File: src/rtl/serial_seq_tx_if.sv
// serial_seq_tx_if
//   Bundles the request and serial-output signals of serial_seq_tx.
//   master : the party requesting transfers (bench, demo controller)
//   slave  : the transmitter itself
//
//   start     request a transfer (honoured only when the transmitter is idle)
//   seq_in    parallel pattern, captured on the accepting edge
//   len       number of bits to send; 0 or more than WIDTH means WIDTH
//   repeat_en replay the pattern until stop
//   stop      abort the transfer / leave repeat mode
//   x         serial data bit, MSB of the active window first
//   x_valid   x carries a pattern bit this cycle
//   busy      transfer in progress (sending or finishing)
//   done      one-cycle pulse after the last bit of a non-repeat transfer
//   wrap      last bit of a pass is on x
//   bit_idx   index into the pattern of the bit on x; 0 when not valid
interface serial_seq_tx_if #(
  parameter int WIDTH = 64,
  parameter int LEN_W = 7
);
  logic             start;
  logic [WIDTH-1:0] seq_in;
  logic [LEN_W-1:0] len;
  logic             repeat_en;
  logic             stop;
  logic             x;
  logic             x_valid;
  logic             busy;
  logic             done;
  logic             wrap;
  logic [LEN_W-1:0] bit_idx;

  modport master (
    output start, seq_in, len, repeat_en, stop,
    input  x, x_valid, busy, done, wrap, bit_idx
  );

  modport slave (
    input  start, seq_in, len, repeat_en, stop,
    output x, x_valid, busy, done, wrap, bit_idx
  );
endinterface

File: src/rtl/serial_seq_tx.sv
// serial_seq_tx
//   Serial pattern transmitter feeding the sequence-detector FSMs. A
//   parallel pattern of up to WIDTH bits is captured with start and shifted
//   out MSB-first on x, one bit per clock, optionally replayed until stop.
//
//   Ports:
//     clk  single clock, all state changes on the rising edge
//     rst  synchronous, active-high reset
//     bus  serial_seq_tx_if.slave (request inputs, serial outputs)
//
//   x, x_valid, busy, done and bit_idx are registered so a downstream
//   detector sees a bit that is stable for the whole cycle. wrap is decoded
//   from registered state.
module serial_seq_tx #(
  parameter int WIDTH = 64,
  parameter int LEN_W = 7
) (
  input  logic                  clk,
  input  logic                  rst,
  serial_seq_tx_if.slave        bus
);

  typedef enum logic [1:0] {
    IDLE = 2'd0,
    SEND = 2'd1,
    DONE = 2'd2
  } state_t;

  localparam logic [LEN_W-1:0] WIDTH_L = LEN_W'(WIDTH);
  localparam logic [LEN_W-1:0] ONE_L   = LEN_W'(1);
  localparam logic [LEN_W-1:0] ZERO_L  = '0;

  // Saturate the requested length into 1..WIDTH; zero also means "all".
  function automatic logic [LEN_W-1:0] clamp_len(input logic [LEN_W-1:0] l);
    if ((l == ZERO_L) || (l > WIDTH_L)) begin
      return WIDTH_L;
    end
    return l;
  endfunction

  // Pick one bit out of the pattern; a shift keeps the index width free
  // of the pattern width.
  function automatic logic pick_bit(input logic [WIDTH-1:0] pat,
                                    input logic [LEN_W-1:0] idx);
    logic [WIDTH-1:0] sh;
    sh = pat >> idx;
    return sh[0];
  endfunction

  state_t           state_q, state_d;
  logic [WIDTH-1:0] pat_q, pat_d;
  logic [LEN_W-1:0] len_q, len_d;
  logic             rep_q, rep_d;
  logic [LEN_W-1:0] idx_q, idx_d;
  logic             x_q, x_d;
  logic             xv_q;
  logic             busy_q;
  logic             done_q;

  // Next-state decode
  always_comb begin
    state_d = state_q;
    pat_d   = pat_q;
    len_d   = len_q;
    rep_d   = rep_q;
    idx_d   = idx_q;

    unique case (state_q)
      IDLE: begin
        // start together with stop is treated as no request
        if (bus.start && !bus.stop) begin
          pat_d   = bus.seq_in;
          len_d   = clamp_len(bus.len);
          rep_d   = bus.repeat_en;
          idx_d   = clamp_len(bus.len) - ONE_L;
          state_d = SEND;
        end
      end
      SEND: begin
        if (bus.stop) begin
          idx_d   = ZERO_L;
          state_d = IDLE;
        end else if (idx_q != ZERO_L) begin
          idx_d = idx_q - ONE_L;
        end else if (rep_q) begin
          // seamless reload: next pass starts on the very next cycle
          idx_d = len_q - ONE_L;
        end else begin
          idx_d   = ZERO_L;
          state_d = DONE;
        end
      end
      DONE: begin
        idx_d   = ZERO_L;
        state_d = IDLE;
      end
      default: begin
        idx_d   = ZERO_L;
        state_d = IDLE;
      end
    endcase

    // x is computed from next state so the output register holds the bit
    // that belongs to the cycle after the edge.
    x_d = (state_d == SEND) ? pick_bit(pat_d, idx_d) : 1'b0;
  end

  // State and output registers
  always_ff @(posedge clk) begin
    if (rst) begin
      state_q <= IDLE;
      len_q   <= ZERO_L;
      rep_q   <= 1'b0;
      idx_q   <= ZERO_L;
      x_q     <= 1'b0;
      xv_q    <= 1'b0;
      busy_q  <= 1'b0;
      done_q  <= 1'b0;
    end else begin
      state_q <= state_d;
      len_q   <= len_d;
      rep_q   <= rep_d;
      idx_q   <= idx_d;
      x_q     <= x_d;
      xv_q    <= (state_d == SEND);
      busy_q  <= (state_d != IDLE);
      done_q  <= (state_d == DONE);
    end
  end

  // Pattern storage is pure data: its contents only matter while SEND.
  always_ff @(posedge clk) begin
    pat_q <= pat_d;
  end

  // Output mapping
  assign bus.x       = x_q;
  assign bus.x_valid = xv_q;
  assign bus.busy    = busy_q;
  assign bus.done    = done_q;
  assign bus.bit_idx = idx_q;
  assign bus.wrap    = xv_q && (idx_q == ZERO_L);

endmodule

File: src/flat_wrapper.sv
// flat-port wrapper written by rule: the top's interface ports become plain ports
module serial_seq_tx_flat 
#(
  parameter int WIDTH = 64,
  parameter int LEN_W = 7
)
  (clk, rst, bus_start, bus_seq_in, bus_len, bus_repeat_en, bus_stop, bus_x, bus_x_valid, bus_busy, bus_done, bus_wrap, bus_bit_idx);
  serial_seq_tx_if #(.WIDTH(WIDTH), .LEN_W(LEN_W)) bus_i ();
  input  logic clk;
  input  logic rst;
  input wire logic [$bits(bus_i.start)-1:0] bus_start;
  input wire logic [$bits(bus_i.seq_in)-1:0] bus_seq_in;
  input wire logic [$bits(bus_i.len)-1:0] bus_len;
  input wire logic [$bits(bus_i.repeat_en)-1:0] bus_repeat_en;
  input wire logic [$bits(bus_i.stop)-1:0] bus_stop;
  output wire logic [$bits(bus_i.x)-1:0] bus_x;
  output wire logic [$bits(bus_i.x_valid)-1:0] bus_x_valid;
  output wire logic [$bits(bus_i.busy)-1:0] bus_busy;
  output wire logic [$bits(bus_i.done)-1:0] bus_done;
  output wire logic [$bits(bus_i.wrap)-1:0] bus_wrap;
  output wire logic [$bits(bus_i.bit_idx)-1:0] bus_bit_idx;
  assign bus_i.start = bus_start;
  assign bus_i.seq_in = bus_seq_in;
  assign bus_i.len = bus_len;
  assign bus_i.repeat_en = bus_repeat_en;
  assign bus_i.stop = bus_stop;
  assign bus_x = bus_i.x;
  assign bus_x_valid = bus_i.x_valid;
  assign bus_busy = bus_i.busy;
  assign bus_done = bus_i.done;
  assign bus_wrap = bus_i.wrap;
  assign bus_bit_idx = bus_i.bit_idx;
  serial_seq_tx #(.WIDTH(WIDTH), .LEN_W(LEN_W)) u_core (.clk(clk), .rst(rst), .bus(bus_i));
endmodule
File: config.mk
export PLATFORM = sky130hd
export DESIGN_NAME = serial_seq_tx_flat
export DESIGN_NICKNAME = d
export VERILOG_FILES = /design/src/rtl/serial_seq_tx_if.sv /design/src/rtl/serial_seq_tx.sv /design/src/flat_wrapper.sv
export SDC_FILE = /design/constraint.sdc
export NUM_CORES = 1
export LEC_CHECK = 0
export BUFFER_PORTS_ARGS = -buffer_cell sky130_fd_sc_hd__buf_2
export CAP_MARGIN = 20
export CORE_UTILIZATION = 55
export CTS_CLUSTER_SIZE = 10
export DETAILED_ROUTE_END_ITERATION = 8
export GPL_ROUTABILITY_DRIVEN = 0
export PLACE_DENSITY = 0.78
export SETUP_SLACK_MARGIN = 0.15
export SYNTH_ARGS = -nofsm -noshare
export SYNTH_HDL_FRONTEND = slang
export SYNTH_SLANG_ARGS = --single-unit
export TNS_END_PERCENT = 100
File: constraint.sdc
create_clock -name clk -period 4.2 [get_ports clk]
set_input_delay 1.26 -clock clk [delete_from_list [all_inputs] [get_ports clk]]
set_output_delay 1.26 -clock clk [all_outputs]
set_load 0.02 [all_outputs]
==> run metrics <==
Die Ht=89.3 um; maximum vdd drop=0.000234 V; Multi-input gate area=0.00230 sq mm; asr flop ratio synth=0%; Yosys cell types=66; Initial Utilization=57.5%; post-synthesis mux area share=5.70%; number of global-route vias before repair=3,590; syn avg cell area=7.95 sq um; crit path max fanout=27; met2 Use GR=46.4%; port bufs=87; DR WL/cell=15.2 um; grt total ovfl=0; main combinational cell family by area after synthesis=simple AND/OR/NAND/NOR gates; Crit path required time=4.44 ns; post-synthesis adder-cell area fraction=0.896%; max-cap violations=0; NetSw=0.656 mW; number of antenna violations at the first check in global routing=0; placed cell count=695; fin nets=686; CTS tree=done; GRT Overall Usage=28.1%; share of cells above drive strength 1=22.2%; top_reg_cell synth=dfxtp_1; Layout area overhead=17.6%; sequential cell area=0.00170 sq mm; Core ar.=0.00729 sq mm; Sw Ratio=29.8%; fillers=653; internal power=1.55 mW; Clock Latency Late Sink=0.36 ns; grt met1 use=37.5%; total chip power=2.20 mW; final worst path period need=3.51 ns; FF+latch count, synth=85; sequential area share after synthesis=40.6%; Root Driver=clkbuf_8; sequential power share=43.8%; CP Launch Type=primary input; largest net degree at the start of global routing=37; vias per cell=5.66; clock network power share=32.3%; Std-Cell Rows=31; PnR worst setup slack=0.691 ns; first-pass GRT wire length=17.0 mm; # clock sinks=85; Synth Warn #=0; CP Class=primary input to flip-flop; max-slew violation count=0; HP Class=flip-flop to flip-flop; met3 Use GR=4.99%; router iterations before antenna repair=5; Comb power frac=24.0%; post-route DRC violation count=0; setup bufs post-CTS=0; CTS Buffer Depth=2; Slew Limit Headroom=51.2%; DR vias=4,027; Finished Layout Cells=711; Compound-Gate Fraction of Synth Area=17.1%; Post-Synth XOR/XNOR Area=2.09%; outcome=completed; initial DRC count=337; DP Wirelength=7.89 mm; Worst Path Arrival=3.75 ns; Mapped Nets=606; RSZ-0062 raised after global routing=no; number of enable flip-flop cells after synthesis=0; Pwr per Cell Area=447 mW/mm^2; Final period util=83.5%; global route hottest layer=met2; Setup Total Neg Slack=0 ns; pre-CTS WS=0.365 ns; clk_skew=0.00918 ns; post-synthesis simple-gate area fraction=29.0%; cts repair resizes=0; endpoints failing hold=0; Final ANT Viol Nets=0; Die X=89.3 um; Reg clk slew, reported paths=0.09 ns; final wirelength=10.8 mm; hold_buf cts=0; H-tree levels=3; Post-Syn Instances=527; # IOs=88; Max Fclk=285 MHz; antenna cells=0; Cell Area, Synth=0.00419 sq mm; Worst Max-Slew Pin Slew=0.731 ns; Setup crit end kind=flip-flop; Num CTS Buffers=9; Leak=2.34 nW; Final setup viols=0; Die Footprint=0.00797 sq mm
## layer usage
layer,wire length (um),share of wire (%),up-vias
met3,682,6.3,23
met2,4930,46,158
li1,-,-,1976
met1,5010,46,1870
met5,0,0,-
met4,211,1.9,0
## path summary, 6_finish.rpt
path,start,to,slack [ns],cells after the start
worst max-delay path,bus_stop,u_core.bus.x$_SDFF_PP0_,0.69,10
worst min register to register,u_core.pat_q[4]$_DFF_P_,u_core.pat_q[4]$_DFF_P_,0.45,2
worst max register to register,u_core.bus.bit_idx[0]$_SDFF_PP0_,u_core.bus.x$_SDFF_PP0_,1.10,10
worst min-delay path,u_core.pat_q[4]$_DFF_P_,u_core.pat_q[4]$_DFF_P_,0.45,2
## area by class of cell
cell class / count / area share, %
tap: 99 / 2.51
sequential: 85 / 34.5
multi-input combinational: 405 / 46.7
timing repair buffer: 99 / 10.7
clock buffer: 11 / 2.87
inverter: 7 / 0.533
clock inverter: 5 / 2.16
## sequential cells by signal, indices dropped and copies added (netlist names)
| register | cells |
|---|---|
| u_core.bus.busy | 1 |
| u_core.bus.x | 1 |
| u_core.bus.x_valid | 1 |
| u_core.rep_q | 1 |
| u_core.pat_q | 64 |
| u_core.state_q | 2 |
| u_core.bus.done | 1 |
| u_core.len_q | 7 |
| u_core.bus.bit_idx | 7 |
## logic make-up (layout without fill, tap and decap cells)
family | count (synthesis) | after routing
AO/OA/AOI/OAI | 99 | 99
AND/OR/NAND/NOR | 270 | 270
XOR/XNOR | 10 | 10
multiplexers | 23 | 23
adder cells (fa/ha/maj) | 3 | 3
buffers and inverters | 37 | 122
flip-flops | 85 | 85
## metrics by stage
stage	utilization (%)	hold slack, ns	cell area (sq um)
floorplan	-	0.413	4190
global placement	64.2	0.425	4680
detailed placement	64.2	0.432	4680
CTS	67.6	0.451	4930
global route	67.6	0.465	4930
finish	67.6	0.448	4930
## synthesized netlist by cell type (3+ instances only)
cell	number	area, sq um
a2111oi_0	3	26.3
a211o_1	4	35.0
a211oi_1	3	22.5
a21oi_1	14	70.1
a31oi_1	6	37.5
a32oi_1	3	26.3
buf_1	5	18.8
buf_2	9	45.0
buf_6	5	56.3
clkbuf_1	9	33.8
dfxtp_1	85	1700
ha_1	3	37.5
inv_1	7	26.3
mux2_2	7	78.8
mux2i_1	16	160
nand2_1	188	706
nand2b_1	7	43.8
nand3b_1	4	30.0
nand4_1	5	31.3
nor2_1	26	97.6
nor2b_1	6	37.5
nor3_1	9	45.0
nor4_1	5	31.3
o211a_1	5	50.1
o211ai_1	6	45.0
o21ai_0	21	105
o21ai_1	6	30.0
o221ai_1	4	35.0
o22ai_1	4	25.0
xnor2_1	5	43.8
xor2_1	5	43.8
## worst max-delay path, stage by stage
cell	delay, ns
buf_2	0.16
or4b_2	0.97
buf_4	0.35
nand2_1	0.11
nand2_1	0.07
o21ai_0	0.16
a31oi_1	0.06
o311a_1	0.33
a32oi_1	0.19
a211oi_2	0.09
## cells in the final DEF (no fill, tap or decap), types with 6 or more instances in the layout
cell      instances
a31oi_1           6
buf_2            87
clkbuf_8         10
dfxtp_1          85
nor2_1           26
inv_1             7
o211ai_1          6
a21oi_1          14
o21ai_0          21
o21ai_1           6
nand2b_1          7
mux2_2            7
nor3_1            9
mux2i_1          16
nor2b_1           6
buf_4            12
nand2_1         188
## power by group through the flow
stage          clock network (mW)  logic, mW  registers [mW]
2_1_floorplan                   0      0.369           0.977
3_3_place_gp                    0      0.503           0.977
3_5_place_dp                    0      0.515           0.982
4_1_cts                     0.717      0.522           0.964
5_1_grt                     0.747      0.581           0.974
6_report                    0.711      0.528           0.965
Note: power is estimated with default switching activity, not from simulation.
